**config.mk**
```make
export PLATFORM = sky130hd
export DESIGN_NAME = tdm_demux
export DESIGN_NICKNAME = d
export VERILOG_FILES = /design/src/rtl/tdm_demux.sv
export SDC_FILE = /design/constraint.sdc
export NUM_CORES = 1
export LEC_CHECK = 0
export CORE_MARGIN = 5
export CORE_UTILIZATION = 30
export CTS_CLUSTER_SIZE = 40
export DETAILED_ROUTE_END_ITERATION = 7
export GPL_ROUTABILITY_DRIVEN = 0
export GPL_TIMING_DRIVEN = 1
export MAX_ROUTING_LAYER = met4
export PLACE_DENSITY_LB_ADDON = 0.25
export SLEW_MARGIN = 20
export SYNTH_ARGS = -nofsm -noshare
export SYNTH_HDL_FRONTEND = slang
export SYNTH_SLANG_ARGS = --single-unit
```
**constraint.sdc**
```tcl
create_clock -name clk -period 2.03 [get_ports clk]
set_clock_uncertainty 0.1 [all_clocks]
set_input_delay 0.3045 -clock clk [delete_from_list [all_inputs] [get_ports clk]]
set_output_delay 0.3045 -clock clk [all_outputs]
set_load 0.01 [all_outputs]
```
**src/rtl/tdm_demux.sv**
```systemverilog
// Receive-side 4-slot TDM demultiplexer: locks on frame_sync, steers beats to out0..out3.
// Optional build macro TDM_DEMUX_STRICT_SYNC_EN: a slot-0 beat without frame_sync drops lock.
module tdm_demux #(
  parameter int DATA_W = 1
) (
  input  logic              clk,
  input  logic              rst_n,
  input  logic              in_valid,
  input  logic [DATA_W-1:0] in_data,
  input  logic              frame_sync,
  output logic [DATA_W-1:0] out0,
  output logic [DATA_W-1:0] out1,
  output logic [DATA_W-1:0] out2,
  output logic [DATA_W-1:0] out3,
  output logic [3:0]        out_strobe,
  output logic [1:0]        slot,
  output logic              locked,
  output logic              frame_done,
  output logic              sync_err
);

`ifdef TDM_DEMUX_STRICT_SYNC_EN
  localparam bit STRICT_SYNC = 1'b1;
`else
  localparam bit STRICT_SYNC = 1'b0;
`endif

  typedef enum logic {
    HUNT   = 1'b0,
    LOCKED = 1'b1
  } state_e;

  state_e                   state_q, state_d;
  logic [1:0]               slot_q, slot_d;
  logic [3:0][DATA_W-1:0]   out_q, out_d;
  logic [3:0]               strobe_q, strobe_d;
  logic                     frame_done_q, frame_done_d;
  logic                     sync_err_q, sync_err_d;

  // Next-state: slot steering, lock tracking and the one-cycle status pulses.
  always_comb begin
    state_d      = state_q;
    slot_d       = slot_q;
    out_d        = out_q;
    strobe_d     = 4'b0000;
    frame_done_d = 1'b0;
    sync_err_d   = 1'b0;
    if (in_valid) begin
      case (state_q)
        HUNT: begin
          if (frame_sync) begin
            out_d[0] = in_data;
            strobe_d = 4'b0001;
            slot_d   = 2'd1;
            state_d  = LOCKED;
          end else begin
            state_d  = HUNT;
          end
        end
        LOCKED: begin
          if (frame_sync && (slot_q != 2'd0)) begin
            // Early sync: restart the frame at slot 0, truncated frame is not reported done.
            sync_err_d = 1'b1;
            out_d[0]   = in_data;
            strobe_d   = 4'b0001;
            slot_d     = 2'd1;
          end else if (STRICT_SYNC && !frame_sync && (slot_q == 2'd0)) begin
            sync_err_d = 1'b1;
            slot_d     = 2'd0;
            state_d    = HUNT;
          end else begin
            out_d[slot_q] = in_data;
            strobe_d      = 4'b0001 << slot_q;
            frame_done_d  = (slot_q == 2'd3);
            slot_d        = slot_q + 2'd1;
          end
        end
        default: begin
          state_d = HUNT;
          slot_d  = 2'd0;
        end
      endcase
    end else begin
      state_d = state_q;
    end
  end

  // State and output registers.
  always_ff @(posedge clk or negedge rst_n) begin
    if (!rst_n) begin
      state_q      <= HUNT;
      slot_q       <= 2'd0;
      out_q        <= '0;
      strobe_q     <= 4'b0000;
      frame_done_q <= 1'b0;
      sync_err_q   <= 1'b0;
    end else begin
      state_q      <= state_d;
      slot_q       <= slot_d;
      out_q        <= out_d;
      strobe_q     <= strobe_d;
      frame_done_q <= frame_done_d;
      sync_err_q   <= sync_err_d;
    end
  end

  assign out0       = out_q[0];
  assign out1       = out_q[1];
  assign out2       = out_q[2];
  assign out3       = out_q[3];
  assign out_strobe = strobe_q;
  assign slot       = slot_q;
  assign locked     = (state_q == LOCKED);
  assign frame_done = frame_done_q;
  assign sync_err   = sync_err_q;

endmodule

```
; Yosys cells after proc, flatten, opt, wreduce, memory -nomap -nowiden
; Index checks and enable logic that the tools add are counted.
[totals]
output_inout_bits = 13
input_bits = 5
reg_bits = 13
[op_classes]
reduce_logical = 5
add_sub_neg = 1
n_lt_le_gt_ge = 2
n_bitwise = 2
shifts = 1
n_eq_ne = 2
muxes = 21
[op_table]
columns = op, n
row1 = two-way mux 1 bit, 12
row2 = two-way mux 4 bit, 2
row3 = case mux 4 bit (2 select lines), 1
row4 = bitwise mux 4 bit, 1
row5 = two-way mux 2 bit, 2
row6 = case mux 2 bit (2 select lines), 1
row7 = << shifter 1 x 2 -> 4 bit (first input constant), 1
row8 = less-than comparator 2 x 3 -> 1 bit (second input constant), 1
row9 = AND reduction 3 bit, 1
row10 = adder 2 x 1 -> 2 bit (second input constant), 1
row11 = demux 1 bit (select 2 bit), 1
row12 = == test 2 bit (second input constant), 1
row13 = >= comparator 2 x 1 -> 1 bit (second input constant), 1
row14 = logical AND 1 bit, 2
row15 = inequality test 2 bit (second input constant), 1
row16 = NOT 1 bit, 2
row17 = case mux 1 bit (2 select lines), 1
row18 = AND reduction 2 bit, 1
row19 = nonzero test 2 bit, 1

; Longest topological paths before layout
[logic_depth]
ltp_word = 7
ltp_mapped = 5

; Least setup slack after synthesis
; Ideal clock, no wire load.
[synth_timing]
path_type = reg-to-reg
from = register slot_q[0] (netlist: slot[0])
to = register out_q (netlist bit out1)
arrival_time_ps = 1394
setup_time_ps = 125
stages_incl_launch_ff = 6
synth_period_minus_slack_ps = 1619
path_slack_ps = 411
cell_sequence = dfrtp_1 > inv_1 > ha_1 > nand2b_2 > and3_4 > mux2_4
[synth_between]
elab_chain_len = 5
elab_cells_between_ends = 10
classes_between = order compare (2) / mux (3) / bitwise (1) / reduce/logical (4)
[synth_rtl]
columns = item, line_no
row1 = start: declaration, 34  ; logic [1:0] slot_q, slot_d;
row2 = start signal: assignment, 99  ; slot_q <= slot_d;
row3 = less-than comparator 2 x 3 -> 1 bit (not written as such) or >= comparator 2 x 1 -> 1 bit (tied branches), 72  ; out_d[slot_q] = in_data;
row4 = logical AND 1 bit (not written as such), 72
row5 = two-way mux 1 bit (not written as such), 72
row6 = demux 1 bit (select 2 bit), 72
row7 = bitwise mux 4 bit, 72
row8 = end signal: assignment, 100  ; out_q <= out_d;
row9 = end: declaration, 35  ; logic [3:0][DATA_W-1:0] out_q, out_d;
; Several ways; a longest one is shown, not always the timed one.
; A chain may end at the register's enable or synchronous reset.

; Worst setup path in the final report
[layout_timing]
from = register state_q (netlist: locked)
to = output locked
[layout_rtl]
columns = item, line_no
row1 = start: declaration, 33  ; state_e state_q, state_d;
row2 = start signal: assignment, 98  ; state_q <= state_d;
row3 = end: declaration, 17  ; output logic locked,
; No word-level cell between the ends.

==> flow_metrics.env <==
export IMPL_drtIter0Drc=2
export IMPL_overflow=0
export IMPL_grt_pass1_wl_mm=1.61
export IMPL_crit_buf_inv=1
export IMPL_fmax_mhz=595
export IMPL_hold_buffers=0
export IMPL_core_area_sq_mm=0.00175
export IMPL_clock_sinks=12
export IMPL_setup_viol=0
export IMPL_drt_pass1_iterations=4
export IMPL_max_stage_delay_ns=0.57
export IMPL_num_vias=353
export IMPL_worstPathRequired_ns=1.63
export IMPL_tightest_slew_ns=0.511
export IMPL_fillers=180
export IMPL_multi_input_area_sq_um=243
export IMPL_cts_setup_buffers=0
export IMPL_die_w_um=53.1
export IMPL_layout_common_cells="clkdlybuf4s50_1, dfrtp_1, ha_1"
export IMPL_slew_headroom_pct=65.8
export IMPL_diodes=0
export IMPL_syn_area_sq_um=558
export IMPL_critical_path_top_delay_family="buffers and inverters"
export IMPL_worstSetupEndpointType="primary output"
export IMPL_route_detailed_drc=0
export IMPL_crit_path_top_delay_cell="clkdlybuf4s50_1"
export IMPL_clockPowerShare_pct=21.4
export IMPL_clk_latency_ns=0.26
export IMPL_drt_vias_per_instance=4.15
export IMPL_path_clk_slew_ns=0.07
export IMPL_ctsRootBufferMaster="clkbuf_4"
export IMPL_regToRegStartpoint="slot[0]"
export IMPL_ant_nets=0
export IMPL_synthArstFlopShare_pct=100
export IMPL_hold_class="input port to asynchronous set/reset pin"
export IMPL_post_place_ws_ns=0.268
export IMPL_syn_inst=40
export IMPL_rr_worst_depth=5
export IMPL_swShare_pct=26.7
export IMPL_grt_max_degree=13
export IMPL_drive_gt1_share_pct=21.7
export IMPL_timing_setup_tns_ns=0
export IMPL_combPwrFrac_pct=38.4
export IMPL_hold_ws_ns=0.280
export IMPL_place_port_buffers=17
export IMPL_synth_edf_count=0
export IMPL_synth_area_per_cell_sq_um=14.0
export IMPL_synth_top_area_share_pct=53.8
export IMPL_hold_violations=0
export IMPL_antenna_found_initial=0
export IMPL_drt_wl_total_um=912
export IMPL_cts_resized=0
export IMPL_worstPathCellList="clkdlybuf4s50_1"
export IMPL_track_usage_pct=8.37
export IMPL_start_kind="flip-flop"
export IMPL_critPathArrivalTime_ns=1.28
export IMPL_p_switching_w=0.000225
export IMPL_rsz0062_at_grt="no"
export IMPL_dieArea_sq_mm=0.00282
export IMPL_ys_ff_latch=12
export IMPL_io_pins=18
export IMPL_row_count=15
export IMPL_critPathKind="flip-flop to primary output"
export IMPL_register_area_sq_um=300
export IMPL_layout_commonest_cell="clkdlybuf4s50_1"
export IMPL_synth_top_cells_by_area="dfrtp_1, ha_1, mux2_4, and3_4, mux2_2"
export IMPL_area_delta_synth_final_pct=41.3
export IMPL_yosys_warnings=0
export IMPL_pwr_density_cell_mw_per_mm2=1070
export IMPL_power_internal_w=0.000615
export IMPL_max_cap_viol_count=0
export IMPL_initial_core_util_pct=32.0
export IMPL_max_clock_path_buffers=2
export IMPL_power_frac_seq_pct=40.2
export IMPL_p_leak_nw=0.359
export IMPL_synth_cell_types=20
export IMPL_grt_pass1_vias=365
export IMPL_timing_final_crit_share_pct=82.8
export IMPL_yosys_area_top_type="dfrtp_1"
export IMPL_setup_ws_ns=0.350
export IMPL_outcome="complete, no violations"
export IMPL_peakVddDrop_mv=0.472
export IMPL_fin_nets=71
export IMPL_cp_max_fo=7
export IMPL_place_hpwl_um=746
export IMPL_numCtsBuffers=3
export IMPL_maxSlewViolCount=0
export IMPL_synth_seq_area_share_pct=53.8
export IMPL_syn_nets=50
export IMPL_finalCriticalPeriod_ns=1.68
export IMPL_reg2reg_setup_slack_ns=0.39
export IMPL_die_h_um=53.1
export IMPL_largest_reg_flops=3
export IMPL_wl_per_cell_um=10.7
export IMPL_h_tree_depth=1
export IMPL_synth_ff_type="dfrtp_1"
export IMPL_r2r_end="out3"
export IMPL_cp_depth=1
export IMPL_cts_tree="yes"
[cell usage after synthesis, drive strengths merged (2+ instances only)]
| library cell | instances |
|---|---|
| and2 | 2 |
| ha | 5 |
| inv | 2 |
| dfrtp | 12 |
| mux2 | 4 |
| and3 | 4 |
[cell families after synthesis]
logic type / share of synthesized area, %
AOI/OAI and AO/OA: 5.83
adders and majority gates: 11.2
buffers and inverters: 2.69
DFF: 53.8
muxes: 11.9
and+or+nand+nor: 14.6
[layout make-up]
cell class / instances / area share [%]
timing repair buffer: 17 / 21.6
tap: 25 / 3.97
clock buffer: 4 / 4.60
sequential: 12 / 38.1
multi-input combinational: 25 / 30.8
inverter: 2 / 0.952
[metrics by stage]
step	cell area [sq um]	util [%]	instances	power, W
finish	788	45.2	85	0.000840
global route	788	45.2	85	0.000904
CTS	788	45.2	85	0.000862
detailed placement	752	43.1	81	0.000674
global placement	752	43.1	81	0.000671
floorplan	558	-	40	0.000507
[how the worst max path moves through the flow]
stage | from | to | slack, ns
final | locked | locked | 0.35
after global routing | locked | locked | 0.28
after CTS | locked | locked | 0.34
after detailed placement | in_valid | out3 | 0.27
after global placement | in_valid | out1 | 0.29
after floorplan | slot[0] | out1 | 0.41
[power groups by stage]
stage	registers, W	clock network (W)	logic, W
after floorplan	0.000371	0	0.000136
after global placement	0.000344	0	0.000327
after detailed placement	0.000346	0	0.000328
after CTS	0.000341	0.000192	0.000329
after global routing	0.000350	0.000207	0.000348
final	0.000338	0.000180	0.000322
[metal layers]
layer	track usage (%)	up-vias	part of all wire, %
li1	-	175	-
met1	10.4	163	48
met2	11.4	15	42
met3	3.10	0	9.6
met4	5.11	0	0
met5	-	-	0
Note: power is estimated with default switching activity, not from simulation.
